$ cat src/rtl/mc_pkg.sv
// Shared encodings for the multicycle MIPS-subset control unit: states,
// opcodes, funct codes, ALU function codes and mux select values.
package mc_pkg;

  typedef enum logic [3:0] {
    S_FETCH   = 4'd0,
    S_DECODE  = 4'd1,
    S_MEMADR  = 4'd2,
    S_MEMRD   = 4'd3,
    S_MEMWB   = 4'd4,
    S_MEMWR   = 4'd5,
    S_RTYPEEX = 4'd6,
    S_RTYPEWB = 4'd7,
    S_BEQEX   = 4'd8,
    S_ADDIEX  = 4'd9,
    S_ADDIWB  = 4'd10,
    S_JEX     = 4'd11,
    S_BNEEX   = 4'd12,
    S_HALT    = 4'd13
  } state_e;

  localparam logic [5:0] OP_RTYPE = 6'b000000;
  localparam logic [5:0] OP_LW    = 6'b100011;
  localparam logic [5:0] OP_SW    = 6'b101011;
  localparam logic [5:0] OP_BEQ   = 6'b000100;
  localparam logic [5:0] OP_BNE   = 6'b000101;
  localparam logic [5:0] OP_ADDI  = 6'b001000;
  localparam logic [5:0] OP_J     = 6'b000010;

  localparam logic [5:0] FN_ADD = 6'b100000;
  localparam logic [5:0] FN_SUB = 6'b100010;
  localparam logic [5:0] FN_AND = 6'b100100;
  localparam logic [5:0] FN_OR  = 6'b100101;
  localparam logic [5:0] FN_SLT = 6'b101010;

  localparam logic [2:0] ALU_AND = 3'b000;
  localparam logic [2:0] ALU_OR  = 3'b001;
  localparam logic [2:0] ALU_ADD = 3'b010;
  localparam logic [2:0] ALU_SUB = 3'b110;
  localparam logic [2:0] ALU_SLT = 3'b111;

  localparam logic [1:0] SRCB_B     = 2'b00;
  localparam logic [1:0] SRCB_FOUR  = 2'b01;
  localparam logic [1:0] SRCB_IMM   = 2'b10;
  localparam logic [1:0] SRCB_IMMSH = 2'b11;

  localparam logic [1:0] PC_ALU    = 2'b00;
  localparam logic [1:0] PC_ALUOUT = 2'b01;
  localparam logic [1:0] PC_JUMP   = 2'b10;

endpackage

$ cat src/rtl/mc_control_fsm_alu_dec.sv
// R-type funct decoder: maps funct to the ALU function code and flags
// any funct outside the supported set.
module mc_alu_dec
  import mc_pkg::*;
(
  input  logic [5:0] funct,
  output logic [2:0] alu_f,
  output logic       legal
);

  always_comb begin
    alu_f = ALU_ADD;
    legal = 1'b1;
    case (funct)
      FN_ADD:  alu_f = ALU_ADD;
      FN_SUB:  alu_f = ALU_SUB;
      FN_AND:  alu_f = ALU_AND;
      FN_OR:   alu_f = ALU_OR;
      FN_SLT:  alu_f = ALU_SLT;
      default: legal = 1'b0;
    endcase
  end

endmodule

$ cat src/rtl/mc_control_fsm.sv
// Multicycle MIPS-subset control FSM (Moore outputs, Mealy PC enable on zero).
// Optional macro MC_BNE_EN adds the bne instruction; otherwise bne is illegal.
module mc_control_fsm
  import mc_pkg::*;
#(
  parameter bit HALT_ON_ILLEGAL = 1'b0
) (
  input  logic       clk,
  input  logic       rst_n,
  input  logic [5:0] op,
  input  logic [5:0] funct,
  input  logic       zero,
  output logic [2:0] alu_f,
  output logic       alu_src_a,
  output logic [1:0] alu_src_b,
  output logic [1:0] pc_src,
  output logic       pc_en,
  output logic       iord,
  output logic       mem_write,
  output logic       ir_write,
  output logic       reg_dst,
  output logic       mem_to_reg,
  output logic       reg_write,
  output logic       illegal_op,
  output logic       halted
);

  state_e     state_q, state_d;
  logic [2:0] dec_f;
  logic       dec_legal;
  logic       pc_write_c, branch_c, bne_branch_c;
  logic       mem_write_c, ir_write_c, reg_write_c, illegal_c;

  mc_alu_dec u_alu_dec (
    .funct (funct),
    .alu_f (dec_f),
    .legal (dec_legal)
  );

  always_comb begin
    state_d      = state_q;
    alu_f        = ALU_ADD;
    alu_src_a    = 1'b0;
    alu_src_b    = SRCB_B;
    pc_src       = PC_ALU;
    pc_write_c   = 1'b0;
    branch_c     = 1'b0;
    bne_branch_c = 1'b0;
    iord         = 1'b0;
    mem_write_c  = 1'b0;
    ir_write_c   = 1'b0;
    reg_dst      = 1'b0;
    mem_to_reg   = 1'b0;
    reg_write_c  = 1'b0;
    illegal_c    = 1'b0;
    halted       = 1'b0;
    case (state_q)
      S_FETCH: begin
        ir_write_c = 1'b1;
        alu_src_b  = SRCB_FOUR;
        pc_write_c = 1'b1;
        state_d    = S_DECODE;
      end
      S_DECODE: begin
        alu_src_b = SRCB_IMMSH;
        case (op)
          OP_LW, OP_SW: state_d = S_MEMADR;
          OP_RTYPE:     if (dec_legal) state_d = S_RTYPEEX; else illegal_c = 1'b1;
          OP_BEQ:       state_d = S_BEQEX;
          OP_ADDI:      state_d = S_ADDIEX;
          OP_J:         state_d = S_JEX;
`ifdef MC_BNE_EN
          OP_BNE:       state_d = S_BNEEX;
`endif
          default:      illegal_c = 1'b1;
        endcase
        if (illegal_c) state_d = HALT_ON_ILLEGAL ? S_HALT : S_FETCH;
      end
      S_MEMADR: begin
        alu_src_a = 1'b1;
        alu_src_b = SRCB_IMM;
        // IR is held from DECODE on, so op still identifies lw vs sw here
        state_d   = (op == OP_SW) ? S_MEMWR : S_MEMRD;
      end
      S_MEMRD: begin
        iord    = 1'b1;
        state_d = S_MEMWB;
      end
      S_MEMWB: begin
        mem_to_reg  = 1'b1;
        reg_write_c = 1'b1;
        state_d     = S_FETCH;
      end
      S_MEMWR: begin
        iord        = 1'b1;
        mem_write_c = 1'b1;
        state_d     = S_FETCH;
      end
      S_RTYPEEX: begin
        alu_src_a = 1'b1;
        alu_f     = dec_f;
        state_d   = S_RTYPEWB;
      end
      S_RTYPEWB: begin
        reg_dst     = 1'b1;
        reg_write_c = 1'b1;
        state_d     = S_FETCH;
      end
      S_BEQEX, S_BNEEX: begin
        alu_src_a    = 1'b1;
        alu_f        = ALU_SUB;
        pc_src       = PC_ALUOUT;
        branch_c     = (state_q == S_BEQEX);
        bne_branch_c = (state_q == S_BNEEX);
        state_d      = S_FETCH;
      end
      S_ADDIEX: begin
        alu_src_a = 1'b1;
        alu_src_b = SRCB_IMM;
        state_d   = S_ADDIWB;
      end
      S_ADDIWB: begin
        reg_write_c = 1'b1;
        state_d     = S_FETCH;
      end
      S_JEX: begin
        pc_src     = PC_JUMP;
        pc_write_c = 1'b1;
        state_d    = S_FETCH;
      end
      S_HALT:  halted  = 1'b1;
      default: state_d = S_FETCH;
    endcase
  end

  // Enables are gated by rst_n so nothing writes while reset is held
  assign pc_en      = rst_n & (pc_write_c | (branch_c & zero) | (bne_branch_c & ~zero));
  assign ir_write   = rst_n & ir_write_c;
  assign mem_write  = rst_n & mem_write_c;
  assign reg_write  = rst_n & reg_write_c;
  assign illegal_op = rst_n & illegal_c;

  always_ff @(posedge clk or negedge rst_n) begin
    if (!rst_n) state_q <= S_FETCH;
    else        state_q <= state_d;
  end

endmodule
$ cat config.mk
export PLATFORM = sky130hd
export DESIGN_NAME = mc_control_fsm
export DESIGN_NICKNAME = d
export VERILOG_FILES = /design/src/rtl/mc_pkg.sv /design/src/rtl/mc_control_fsm_alu_dec.sv /design/src/rtl/mc_control_fsm.sv
export SDC_FILE = /design/constraint.sdc
export NUM_CORES = 1
export LEC_CHECK = 0
export ABC_CLOCK_PERIOD_IN_PS = 1300
export BUFFER_PORTS_ARGS = -buffer_cell sky130_fd_sc_hd__buf_2
export CORE_MARGIN = 10
export CORE_UTILIZATION = 40
export CTS_CLUSTER_DIAMETER = 30
export DETAILED_ROUTE_END_ITERATION = 16
export PLACE_DENSITY = 0.74
export SLEW_MARGIN = 10
export SYNTH_ARGS = -nofsm -noshare
export SYNTH_HDL_FRONTEND = slang
export SYNTH_HIERARCHICAL = 1
export SYNTH_SLANG_ARGS = --single-unit
$ cat constraint.sdc
create_clock -name clk -period 1.3 [get_ports clk]
set_clock_uncertainty 0.1 [all_clocks]
set_input_delay 0.13 -clock clk [delete_from_list [all_inputs] [get_ports clk]]
set_output_delay 0.13 -clock clk [all_outputs]
set_load 0.02 [all_outputs]
## Word level (Yosys, flattened, before mapping)

Index checks and enable logic that the tools add are counted.

| storage, ports and cells | value |
|---|---|
| output and inout port bits | 17 |
| input port bits | 15 |
| register bits after elaboration | 4 |
| logic and storage cells | 74 |

| operators by class | value |
|---|---|
| reduce and logical (&&, ||, !) cells | 12 |
| equal/unequal tests | 25 |
| bitwise operators | 11 |
| mux-type cells | 25 |

Operators with widths:

| cell | number |
|---|---|
| $eq 6x6->1 const B | 7 |
| $pmux 4 s7 | 1 |
| $eq 4x4->1 const B | 6 |
| $pmux 4 s5 | 1 |
| $eq 4x3->1 const B | 4 |
| $mux 1 | 15 |
| $reduce_or 5->1 | 3 |
| $pmux 3 s4 | 1 |
| $reduce_or 2->1 | 5 |
| $eq 4x2->1 const B | 2 |
| $mux 4 | 2 |
| $and 1x1->1 | 7 |
| $ne 7x2->1 const B | 1 |
| $eq 6x2->1 const B | 1 |
| $eq 6x3->1 const B | 1 |
| $eq 6x4->1 const B | 1 |
| $logic_not 6->1 | 1 |
| $pmux 2 s3 | 1 |
| $pmux 3 s2 | 1 |
| $eq 4x1->1 const B | 1 |
| $logic_not 4->1 | 1 |
| $ne 4x4->1 const B | 1 |
| $pmux 2 s2 | 1 |
| $mux 3 | 1 |
| other kinds (5) | 7 |

## Logic depth before layout (Yosys ltp)

Gate-level depths: netlist of the first run.

| depth | value |
|---|---|
| depth in word-level cells | 8 |
| gate-level depth with buffers | 5 |

## Hierarchy

The synthesis of the first run kept the hierarchy.

By module, submodules not included:

| module | area each (µm²) | cells an instance | times used |
|---|---|---|---|
| mc_control_fsm | 544.3 | 76 | 1 |
| mc_alu_dec | 86.3 | 9 | 1 |

## Worst setup path after synthesis of the first run

OpenSTA, ideal clock, no wires.

| path | value |
|---|---|
| path type | reg-to-output |
| start point | reg state_q[0] |
| end point | out pc_en |
| arrival | 1,314 ps |
| path buffers | 0 |
| stages on the path, launching flop included | 5 |
| setup slack | -244 ps |
| data required time | 1,070 ps |
| path through | dfrtp_1 > or4b_1 > o21ai_0 > a32oi_1 > nor2b_1 |

| on the way | value |
|---|---|
| cells in the longest elaborated chain, start to end | 7 |
| elaborated cells between the ends (all ways) | 14 |
| those cells by class | 3 x eq/ne; 3 x mux; 5 x bitwise; 3 x reduce/logical |

Ends and longest elaborated chain:

| element | RTL line | RTL |
|---|---|---|
| start: declaration | mc_control_fsm.sv:28 | `state_e state_q, state_d;` |
| start signal: assignment | mc_control_fsm.sv:145 | `else state_q <= state_d;` |
| $eq 4x4->1, on equally long branches | mc_control_fsm.sv:57, mc_control_fsm.sv:113, mc_control_fsm.sv:114 |  |
| $reduce_or 2->1 | n/a |  |
| $mux 1 | mc_control_fsm.sv:57 | `case (state_q)` |
| $and 1x1->1 | mc_control_fsm.sv:137 | `assign pc_en = rst_n & (pc_write_c \| (branch_c & zero) \| (bne_branch_c & ~zero));` |
| $or 1x1->1 | mc_control_fsm.sv:137 |  |
| $or 1x1->1 * | mc_control_fsm.sv:137 |  |
| $and 1x1->1 * | mc_control_fsm.sv:137 |  |
| end: declaration | mc_control_fsm.sv:17 | `output logic pc_en,` |

Every way passes the cells marked *; elsewhere a longest branch is shown, timed or not.

## Worst setup path in the final report of the first run

| path | value |
|---|---|
| start point | reg state_q[1] |
| end point | out pc_en |

Same word-level chain as after synthesis.

==> impl_metrics.py, run 1 <==
metrics = {
    "synthesis": {
        "synth_seq_area_share_pct": 15.9,
        "synth_top_area_share_pct": 15.9,
        "postSynth.asyncResetShare_pct": 100,
        "synth_seq_cells": 4,
        "ys.flop_type": "sky130_fd_sc_hd__dfrtp_1",
        "netlist_area_um2": 631,
        "synthCells": 85,
        "synth.distinct_cells": 35,
        "avgSynthCellArea_um2": 7.42,
        "yosys_warnings": 6,
        "synth.largest_area_cell": "sky130_fd_sc_hd__dfrtp_1",
        "synth-edff-count": 0,
        "syn-num-nets": 100,
        "synth.area.top_cells": "sky130_fd_sc_hd__dfrtp_1 (16%), sky130_fd_sc_hd__nand2b_1 (6.0%), sky130_fd_sc_hd__nor2_1 (5.4%)",
    },
    "setup_path": {
        "cp_slowest_stage_delay_ns": 0.57,
        "worstSetupPathType": "flop to primary output",
        "setup.worst_path.end_class": "primary output",
        "critical_path.n_buffers_inverters": 1,
        "critical_path.cell_chain": "or4b_1 -> o21ai_1 -> a32oi_1 -> nor2b_2 -> buf_6",
        "cp-start-kind": "flop",
        "cp_slowest_cell": "sky130_fd_sc_hd__or4b_1",
        "cpLargestDelayFamily": "simple AND/OR/NAND/NOR gates",
        "data_arrival_critical_path_ns": 1.79,
        "path_max_fanout": 2,
        "critical_path_required_ns": 1.07,
    },
    "timing": {
        "total_of_endpoints_with_negative_setup_slack_in_the_final_report": 21,
        "worst_slew_pin_slew_ns": 0.513,
        "postLayoutSetupSlackWorst_ns": -0.716,
        "max-slew-margin-rel_pct": 65.7,
        "timing.final.max_slew_violations": 0,
        "period_minus_slack_ns": 2.02,
        "hold_viol_final": 0,
        "post-route-period-util_pct": 155,
        "rsz0062_at_grt": "yes",
        "achievable-frequency_ghz": 0.496,
        "setup-tns-final_ns": -7.57,
    },
    "finish": {
        "areaGrowthSynthToFinish_pct": 124,
        "antenna_cells_inserted": 0,
        "top_register": "state_q",
        "largest_register_ffs": 4,
        "final_util_pct": 93.7,
        "multi_input_logic_area_um2": 651,
        "largest_registers": "state_q: 4 flops",
        "filler_cell_count": 50,
        "postLayoutCellArea_mm2": 0.00141,
        "ff_latch_area_um2": 101,
        "layout-drive-gt1-share_pct": 70.8,
        "final_nets": 178,
    },
    "clock_network": {
        "cts.sink_count": 4,
        "cts.reportedPaths.clkPinSlew_ns": 0.04,
        "tritoncts": "done",
        "cts_max_path_buffers": 2,
        "cts-buffers-inserted": 3,
        "worstSkewPairLatency_ns": 0.24,
        "clock_tree.root_cell": "sky130_fd_sc_hd__clkbuf_4",
        "htree_num_levels": 1,
    },
    "floorplanning": {
        "io_pins": 32,
        "core.rowCount": 14,
        "die-area_mm2": 0.00356,
        "die_h_um": 59.7,
        "initial_utilization_pct": 41.9,
        "placeable_core_region_mm2": 0.00151,
        "die_width_um": 59.7,
    },
    "placed_design": {
        "place_area_mm2": 0.00111,
        "gpl.final_weighted_congestion": 0.812,
        "port_buffers": 31,
        "place.detailed.hpwl_um": 2000,
        "dp_worst_slack_ns": -0.387,
    },
    "global_routing": {
        "grt.overflow.total": 0,
        "grt_antenna_before_repair": 0,
        "grt_first_pass_wirelength_um": 4890,
        "gr-usage-all-layers_pct": 16.9,
        "grt_max_degree": 10,
        "first_global_vias": 1066,
    },
    "route": {
        "remaining_drc_errors": 0,
        "postRouteAntennaNets": 0,
        "routed_via_density": 6.47,
        "routed-via-count": 1145,
        "totalWireLength_um": 4260,
        "drtPass1Iterations": 4,
        "wl_per_cell_um": 24.1,
        "drt_first_iter_violations": 83,
    },
    "status": {
        "status": "finished, violations left",
        "violations": "negative setup slack",
    },
    "power_and_ir_drop": {
        "worst_ir_drop_vdd_mv": 1.02,
        "power.leakage_uw": 0.000648,
        "total_power_uw": 2360,
        "power_per_cell_area_mw_per_mm2": 1670,
    },
    "job": {
        "cap_viol_max_count": 0,
    },
    "min_path": {
        "hold_class": "input pin to async pin",
    },
}
## area by class of cell
class	count	area share (%)
Clock buffer	3	1.60
Inverter	3	0.798
Multi-Input combinational cell	74	46.1
Sequential cell	4	7.18
Tap cell	16	1.42
Timing Repair Buffer	77	42.9
## metal layers
layer	vias up	share of wire, %	track usage [%]
met5	-	0	0
met4	0	7.7	5.77
met1	519	35	17.7
met3	47	9.9	3.81
met2	108	48	31.8
li1	471	-	-
## where the power goes
| part | switching (µW) | total [µW] | leakage, µW | internal (µW) |
|---|---|---|---|---|
| logic | 974 | 1990 | 0.000583 | 1010 |
| registers | 50.6 | 216 | 0.0000512 | 165 |
| clock network | 55.7 | 159 | 0.0000138 | 104 |
## timing repair
item                       4_1_cts  5_1_grt
gates resized for setup         38       24
hold endpoints to repair         4        0
buffers inserted                 5        4
hold buffers                     1        0
setup endpoints to repair       20       21
pin swaps                        6       12
## cells by family (layout without fill, tap and decap cells)
family	count (synthesis)	count (layout)	share of synthesized area [%]
and+or+nand+nor	52	52	54.0
AOI/OAI and AO/OA	18	18	19.2
buffers and inverters	7	83	4.96
DFF	4	4	15.9
xor gates and xnor gates	3	3	4.17
muxes	1	1	1.79
## synthesized netlist by cell type, types with 2 or more instances
cell type and count:
sky130_fd_sc_hd__nor2_1 9, sky130_fd_sc_hd__nand2b_1 6, sky130_fd_sc_hd__nor3_1 5, sky130_fd_sc_hd__o21ai_0 5, sky130_fd_sc_hd__a21oi_1 4, sky130_fd_sc_hd__and3_1 4
sky130_fd_sc_hd__buf_2 4, sky130_fd_sc_hd__dfrtp_1 4, sky130_fd_sc_hd__nand2_1 4, sky130_fd_sc_hd__nor2b_1 4, sky130_fd_sc_hd__and2_1 3, sky130_fd_sc_hd__inv_1 3
sky130_fd_sc_hd__nand3_1 3, sky130_fd_sc_hd__nor3b_1 3, sky130_fd_sc_hd__a211o_1 2, sky130_fd_sc_hd__nand4bb_1 2, sky130_fd_sc_hd__xnor2_1 2
## cell usage in the layout (no fill, tap or decap), types with 2 or more instances in the layout
| cell type | count |
|---|---|
| sky130_fd_sc_hd__nand2_1 | 3 |
| sky130_fd_sc_hd__nor2b_4 | 2 |
| sky130_fd_sc_hd__nor3_4 | 2 |
| sky130_fd_sc_hd__inv_1 | 2 |
| sky130_fd_sc_hd__and3_4 | 4 |
| sky130_fd_sc_hd__xnor2_1 | 2 |
| sky130_fd_sc_hd__buf_6 | 18 |
| sky130_fd_sc_hd__buf_4 | 41 |
| sky130_fd_sc_hd__or3_4 | 2 |
| sky130_fd_sc_hd__o21ai_0 | 3 |
| sky130_fd_sc_hd__clkbuf_4 | 3 |
| sky130_fd_sc_hd__dfrtp_1 | 3 |
| sky130_fd_sc_hd__nor2_1 | 5 |
| sky130_fd_sc_hd__nand2b_1 | 3 |
| sky130_fd_sc_hd__nor3_1 | 2 |
| sky130_fd_sc_hd__nand4bb_1 | 2 |
| sky130_fd_sc_hd__nor3b_1 | 2 |
| sky130_fd_sc_hd__and2_4 | 3 |
| sky130_fd_sc_hd__buf_2 | 17 |
| sky130_fd_sc_hd__a21oi_1 | 4 |
| sky130_fd_sc_hd__nand3_1 | 3 |
| sky130_fd_sc_hd__nand2b_4 | 4 |
| sky130_fd_sc_hd__a211o_1 | 2 |
| sky130_fd_sc_hd__nor2_4 | 3 |
## path summary, 6_finish.rpt
path | start | to | slack, ns | cells past startpoint
setup / recovery | state_q[1]$_DFFE_PN0P_ | pc_en | -0.72 | 5
hold / removal | rst_n | state_q[1]$_DFFE_PN0P_ | 0.27 | 2
setup reg to reg | state_q[1]$_DFFE_PN0P_ | state_q[1]$_DFFE_PN0P_ | -0.33 | 7
hold reg to reg | state_q[3]$_DFFE_PN0P_ | state_q[3]$_DFFE_PN0P_ | 0.72 | 2
max in group asynchronous | rst_n | state_q[3]$_DFFE_PN0P_ | 0.63 | 2
min in group clk | op[4] | state_q[1]$_DFFE_PN0P_ | 0.27 | 4
## stage by stage
stage / hold WS (ns) / cells
floorplan: -0.266 / 85
global placement: -0.132 / 166
detailed placement: -0.126 / 166
CTS: 0.246 / 175
global route: 0.281 / 177
finish: 0.266 / 177
Note: power is estimated with default switching activity, not from simulation.
==> run 2, diff against run 1 <==
ABC_AREA = 1   (was not set)
CORE_UTILIZATION = 41   (was 40)
PLACE_DENSITY = 0.75   (was 0.74)
==> impl_metrics.py, run 2 <==
metrics = {
    "floorplanning": {
        "io_pins": 32,
        "initial_utilization_pct": 44.4,
        "die-area_mm2": 0.00370,
        "placeable_core_region_mm2": 0.00154,
        "core.rowCount": 14,
        "die_h_um": 60.9,
        "die_width_um": 60.9,
    },
    "route": {
        "postRouteAntennaNets": 0,
        "drtPass1Iterations": 4,
        "drt_first_iter_violations": 56,
        "remaining_drc_errors": 0,
        "routed_via_density": 5.75,
        "routed-via-count": 1224,
        "totalWireLength_um": 3910,
        "wl_per_cell_um": 18.4,
    },
    "timing": {
        "period_minus_slack_ns": 1.83,
        "postLayoutSetupSlackWorst_ns": -0.526,
        "post-route-period-util_pct": 140,
        "total_of_endpoints_with_negative_setup_slack_in_the_final_report": 21,
        "rsz0062_at_grt": "yes",
        "max-slew-margin-rel_pct": 77.0,
        "achievable-frequency_ghz": 0.548,
        "timing.final.max_slew_violations": 0,
        "worst_slew_pin_slew_ns": 0.344,
        "hold_viol_final": 0,
    },
    "setup_path": {
        "cpLargestDelayFamily": "flip-flops",
        "cp_slowest_stage_delay_ns": 0.47,
        "data_arrival_critical_path_ns": 1.60,
        "critical_path_required_ns": 1.07,
        "critical_path.cell_chain": "nor2_4 -> inv_4 -> nor2_2 -> a21oi_1 -> o21ai_1 -> buf_4",
        "cp-start-kind": "flop",
        "path_max_fanout": 5,
        "cp_slowest_cell": "sky130_fd_sc_hd__dfrtp_2",
        "critical_path.n_buffers_inverters": 2,
        "worstSetupPathType": "flop to primary output",
        "setup.worst_path.end_class": "primary output",
    },
    "synthesis": {
        "yosys_warnings": 6,
        "postSynth.asyncResetShare_pct": 100,
        "synth-edff-count": 0,
        "synth_seq_cells": 4,
        "synth.distinct_cells": 19,
        "synth_most_common_cell": "sky130_fd_sc_hd__nand2_1",
        "synthCells": 130,
        "synth_commonest_cells": "sky130_fd_sc_hd__nand2_1 (26), sky130_fd_sc_hd__nor2_1 (24), sky130_fd_sc_hd__inv_1 (23), sky130_fd_sc_hd__nand3_1 (9), sky130_fd_sc_hd__nor2_2 (9)",
        "synth_top_area_share_pct": 14.6,
        "avgSynthCellArea_um2": 5.26,
        "ys.flop_type": "sky130_fd_sc_hd__dfrtp_1",
        "synth.area.top_cells": "sky130_fd_sc_hd__dfrtp_1 (15%), sky130_fd_sc_hd__nand2_1 (14%), sky130_fd_sc_hd__nor2_1 (13%)",
        "syn-num-nets": 145,
        "synth_seq_area_share_pct": 14.6,
        "synth.largest_area_cell": "sky130_fd_sc_hd__dfrtp_1",
        "netlist_area_um2": 684,
    },
    "clock_network": {
        "cts.reportedPaths.clkPinSlew_ns": 0.05,
        "cts.sink_count": 4,
        "worstSkewPairLatency_ns": 0.26,
        "cts_max_path_buffers": 2,
        "htree_num_levels": 1,
        "tritoncts": "done",
        "cts-buffers-inserted": 3,
        "clock_tree.root_cell": "sky130_fd_sc_hd__clkbuf_4",
    },
    "finish": {
        "antenna_cells_inserted": 0,
        "ff_latch_area_um2": 105,
        "layout-drive-gt1-share_pct": 56.9,
        "final_nets": 213,
        "mostFrequentLayoutCell": "sky130_fd_sc_hd__buf_4",
        "filler_cell_count": 71,
        "largest_register_ffs": 4,
        "layout_common_cells": "sky130_fd_sc_hd__buf_4 (33), sky130_fd_sc_hd__nand2_1 (22), sky130_fd_sc_hd__nor2_1 (21), sky130_fd_sc_hd__inv_1 (19), sky130_fd_sc_hd__buf_6 (15)",
        "areaGrowthSynthToFinish_pct": 98.7,
        "largest_registers": "state_q: 4 flops",
        "multi_input_logic_area_um2": 583,
        "top_register": "state_q",
        "postLayoutCellArea_mm2": 0.00136,
        "final_cells": 213,
    },
    "status": {
        "status": "finished, violations left",
        "violations": "negative setup slack",
    },
    "power_and_ir_drop": {
        "power_per_cell_area_mw_per_mm2": 313,
        "worst_ir_drop_vdd_mv": 0.422,
        "power.leakage_uw": 0.000751,
    },
    "global_routing": {
        "grt_antenna_before_repair": 0,
        "grt_max_degree": 6,
        "gr-usage-all-layers_pct": 14.7,
        "first_global_vias": 1057,
        "grt.overflow.total": 0,
        "grt_first_pass_wirelength_um": 4380,
    },
    "placed_design": {
        "port_buffers": 31,
        "dp_cell_count": 197,
        "place.detailed.hpwl_um": 1940,
        "place_area_mm2": 0.00104,
        "gpl.final_weighted_congestion": 0.848,
    },
    "min_path": {
        "hold_class": "input pin to flop",
    },
    "job": {
        "cap_viol_max_count": 0,
    },
}
==> run 2: cell count changes in the layout (fill, tap and decap cells not counted), moves of 4 or more <==
cell	previous run	this run
sky130_fd_sc_hd__o21ai_1	1	5
sky130_fd_sc_hd__and3_4	4	0
sky130_fd_sc_hd__nand3_1	3	7
sky130_fd_sc_hd__nor2_1	5	21
sky130_fd_sc_hd__nor2_2	1	5
sky130_fd_sc_hd__nand2b_4	4	0
sky130_fd_sc_hd__inv_2	1	7
sky130_fd_sc_hd__buf_4	41	33
sky130_fd_sc_hd__nand2_1	3	22
sky130_fd_sc_hd__nor2_4	3	9
sky130_fd_sc_hd__inv_4	0	5
sky130_fd_sc_hd__inv_1	2	19
sky130_fd_sc_hd__nand4_1	0	4
==> run 2: per-stage QoR <==
step	setup slack, ns	total power (µW)	hold slack (ns)	util [%]	setup TNS [ns]
detailed placement	-0.112	225	-0.0574	67.6	-0.536
global placement	-0.0749	220	-0.0652	67.6	-0.301
CTS	-0.322	402	0.108	79.5	-4.00
global route	-0.594	447	0.102	88.2	-6.82
finish	-0.526	426	0.125	88.2	-6.06
floorplan	-0.0424	169	-0.266	-	-0.0754
==> run 2: logic make-up after synthesis <==
kind of cell	after synthesis	share of synthesized area [%]
AOI/OAI and AO/OA	15	12.4
DFF	4	14.6
and+or+nand+nor	79	54.3
buffers and inverters	31	17.4
xor gates and xnor gates	1	1.28
==> run 2: timing repair <==
item,CTS,global route
endpoints found under the hold margin,4,0
pin swaps,6,11
buffers inserted,5,10
resized for setup,38,27
setup endpoints to repair,17,21
hold buffers,1,0
==> run 2: worst reg2reg max path, cell delays in order, from the launching register on <==
cell and delay (ns):
sky130_fd_sc_hd__dfrtp_2 0.45, sky130_fd_sc_hd__inv_4 0.10, sky130_fd_sc_hd__nand2_4 0.08, sky130_fd_sc_hd__nor2_4 0.17, sky130_fd_sc_hd__inv_2 0.07, sky130_fd_sc_hd__buf_4 0.14, sky130_fd_sc_hd__buf_6 0.10, sky130_fd_sc_hd__buf_4 0.12
sky130_fd_sc_hd__o21ai_2 0.05, sky130_fd_sc_hd__a21oi_1 0.05, sky130_fd_sc_hd__nand2_1 0.08
==> run 2: worst paths after layout <==
kind                                        start                     end  slack [ns]  depth (start not counted)
setup / recovery           state_q[2]$_DFFE_PN0P_            alu_src_b[1]       -0.53                          6
hold / removal                              op[3]  state_q[2]$_DFFE_PN0P_        0.12                          3
setup reg to reg           state_q[3]$_DFFE_PN0P_  state_q[1]$_DFFE_PN0P_       -0.25                         10
hold reg to reg            state_q[3]$_DFFE_PN0P_  state_q[0]$_DFFE_PN0P_        0.73                          4
max in group asynchronous                   rst_n  state_q[3]$_DFFE_PN0P_        0.59                          3
min in group asynchronous                   rst_n  state_q[2]$_DFFE_PN0P_        0.29                          3
==> run 2: area by class of cell <==
type	count	area share (%)
multi-input cells	95	42.9
flip-flops and latches	4	7.73
inverters	31	9.48
well taps	16	1.47
repair buffers	63	36.5
clock buffers	4	1.93
==> run 2: power by group <==
part | switching, µW | internal, µW
Clock | 73.6 | 117
Sequential | 0 | 125
Combinational | 66.4 | 44.0
==> run 2: per-layer routing <==
layer	global-route usage (%)	vias to the layer above	part of all wire (%)
met3	2.30	31	9.1
li1	-	534	-
met2	27.8	94	48
met1	15.5	565	36
met5	0	-	0
met4	5.96	0	6.5
==> run 3, diff against run 2 <==
CELL_PAD_IN_SITES_DETAIL_PLACEMENT = 2   (was not set)
CELL_PAD_IN_SITES_GLOBAL_PLACEMENT = 2   (was not set)
CORE_UTILIZATION = 18   (was 41)
PLACE_DENSITY = not set   (was 0.75)
PLACE_DENSITY_LB_ADDON = 0.1   (was not set)
==> impl_metrics.py, run 3 (same netlist as run 2, synthesis figures left out) <==
metrics = {
    "status": {
        "violations": "negative setup slack",
        "status": "finished, violations left",
    },
    "timing": {
        "post-route-period-util_pct": 130,
        "rsz0062_at_grt": "yes",
        "hold_viol_final": 0,
        "worst_slew_pin_slew_ns": 0.261,
        "timing.final.max_slew_violations": 0,
        "postLayoutSetupSlackWorst_ns": -0.395,
        "max-slew-margin-rel_pct": 82.6,
        "period_minus_slack_ns": 1.70,
        "achievable-frequency_ghz": 0.590,
        "total_of_endpoints_with_negative_setup_slack_in_the_final_report": 20,
    },
    "route": {
        "wl_per_cell_um": 15.7,
        "drtPass1Iterations": 4,
        "drt_first_iter_violations": 30,
        "postRouteAntennaNets": 0,
        "totalWireLength_um": 3860,
        "remaining_drc_errors": 0,
        "routed_via_density": 4.36,
        "routed-via-count": 1073,
    },
    "setup_path": {
        "worstSetupPathType": "flop to primary output",
        "critical_path_required_ns": 1.07,
        "timing.rr.end": "state_q[1]$_DFFE_PN0P_",
        "cp-start-kind": "flop",
        "crit_start": "state_q[2]$_DFFE_PN0P_",
        "r2r_start": "state_q[1]$_DFFE_PN0P_",
        "rrSetupSlack_ns": -0.28,
        "data_arrival_critical_path_ns": 1.47,
        "worst-r2r-cell-count": 9,
        "worst_setup_path_endpoint": "pc_en",
        "setup.worst_path.end_class": "primary output",
        "path_max_fanout": 5,
    },
    "finish": {
        "largest_register_ffs": 4,
        "mostFrequentLayoutCell": "sky130_fd_sc_hd__buf_4",
        "postLayoutCellArea_mm2": 0.00147,
        "layout-drive-gt1-share_pct": 56.6,
        "final_util_pct": 40.2,
        "layout_common_cells": "sky130_fd_sc_hd__buf_4 (25), sky130_fd_sc_hd__buf_6 (24), sky130_fd_sc_hd__nand2_1 (22), sky130_fd_sc_hd__nor2_1 (21), sky130_fd_sc_hd__inv_1 (19)",
        "areaGrowthSynthToFinish_pct": 115,
        "antenna_cells_inserted": 0,
        "filler_cell_count": 445,
        "final_nets": 214,
        "top_register": "state_q",
        "largest_registers": "state_q: 4 flops",
    },
    "floorplanning": {
        "core.rowCount": 22,
        "placeable_core_region_mm2": 0.00366,
        "die_h_um": 81.7,
        "die_width_um": 81.7,
        "io_pins": 32,
        "initial_utilization_pct": 18.7,
        "die-area_mm2": 0.00667,
    },
    "clock_network": {
        "worstSkewPairLatency_ns": 0.23,
        "clock_tree.root_cell": "sky130_fd_sc_hd__clkbuf_8",
        "htree_num_levels": 1,
        "cts.sink_count": 4,
        "tritoncts": "done",
        "cts_max_path_buffers": 2,
        "cts.reportedPaths.clkPinSlew_ns": 0.04,
        "cts-buffers-inserted": 3,
    },
    "global_routing": {
        "grt.overflow.total": 0,
        "gr-usage-all-layers_pct": 9.98,
        "grt_max_degree": 6,
        "grt_antenna_before_repair": 0,
        "grt_first_pass_wirelength_um": 5350,
        "first_global_vias": 1191,
    },
    "power_and_ir_drop": {
        "worst_ir_drop_vdd_mv": 0.142,
        "power.leakage_uw": 0.000786,
        "power_per_cell_area_mw_per_mm2": 350,
    },
    "job": {
        "cap_viol_max_count": 0,
    },
    "placed_design": {
        "place_area_mm2": 0.00109,
        "place.detailed.hpwl_um": 2560,
        "gpl.final_weighted_congestion": 0.761,
        "port_buffers": 31,
    },
    "min_path": {
        "hold_class": "input pin to flop",
    },
}
## run 3: cell count changes in the layout (fill, tap and decap cells not counted), sizes merged
cell / change
buf: +1
## run 3: metrics by stage
| stage | hold WS (ns) | setup TNS (ns) | instances | worst slack [ns] | total power [µW] |
|---|---|---|---|---|---|
| 4_1_cts | 0.143 | -4.62 | 238 | -0.358 | 529 |
| 3_5_place_dp | -0.0500 | -0.890 | 230 | -0.161 | 226 |
| 2_1_floorplan | -0.266 | -0.0754 | 130 | -0.0424 | 169 |
| 5_1_grt | 0.181 | -6.36 | 246 | -0.448 | 547 |
| 6_report | 0.155 | -5.22 | 246 | -0.395 | 516 |
| 3_3_place_gp | -0.0564 | -0.530 | 230 | -0.123 | 221 |
## run 3: how the worst min path moves through the flow
stage           from                endpoint  cells past startpoint
2_1_floorplan  rst_n  state_q[0]$_DFFE_PN0P_                      0
3_3_place_gp   rst_n  state_q[0]$_DFFE_PN0P_                      2
3_5_place_dp   rst_n  state_q[0]$_DFFE_PN0P_                      2
4_1_cts        op[3]  state_q[2]$_DFFE_PN0P_                      3
5_1_grt        op[3]  state_q[1]$_DFFE_PN0P_                      4
6_report       op[3]  state_q[2]$_DFFE_PN0P_                      3
## run 3: final cells by class
cell class / count / area, µm² / share of cell area (%)
inverter: 31 / 131 / 8.92
timing repair buffer: 64 / 538 / 36.5
clock buffer: 4 / 45.0 / 3.06
tap: 48 / 60.1 / 4.08
multi-input combinational: 95 / 593 / 40.3
sequential: 4 / 105 / 7.14
## run 3: where the power goes
| part | total, µW | switching [µW] | internal (µW) |
|---|---|---|---|
| Clock | 287 | 76.7 | 210 |
| Sequential | 125 | 0 | 125 |
| Combinational | 104 | 61.8 | 41.8 |
## run 3: per-layer routing
layer	GRT usage [%]	share of wire, %
met1	9.45	37
met2	20.8	59
met3	2.51	3.8
met4	2.04	0.36
met5	0	0
## run 3: repair_timing
| action | 4_1_cts | 5_1_grt |
|---|---|---|
| resized for setup | 54 | 23 |
| pin swaps | 8 | 9 |
| endpoints found under the hold margin | 4 | 0 |
| setup buffers | 3 | 8 |
| hold buffers | 1 | 0 |
| setup endpoints to repair | 19 | 21 |
## run 3: worst max-delay path, stage by stage (launching register included)
cell and delay, ns:
sky130_fd_sc_hd__dfrtp_2 0.48, sky130_fd_sc_hd__buf_4 0.17, sky130_fd_sc_hd__xor2_1 0.17, sky130_fd_sc_hd__a21oi_2 0.21, sky130_fd_sc_hd__o21bai_4 0.07, sky130_fd_sc_hd__buf_6 0.13
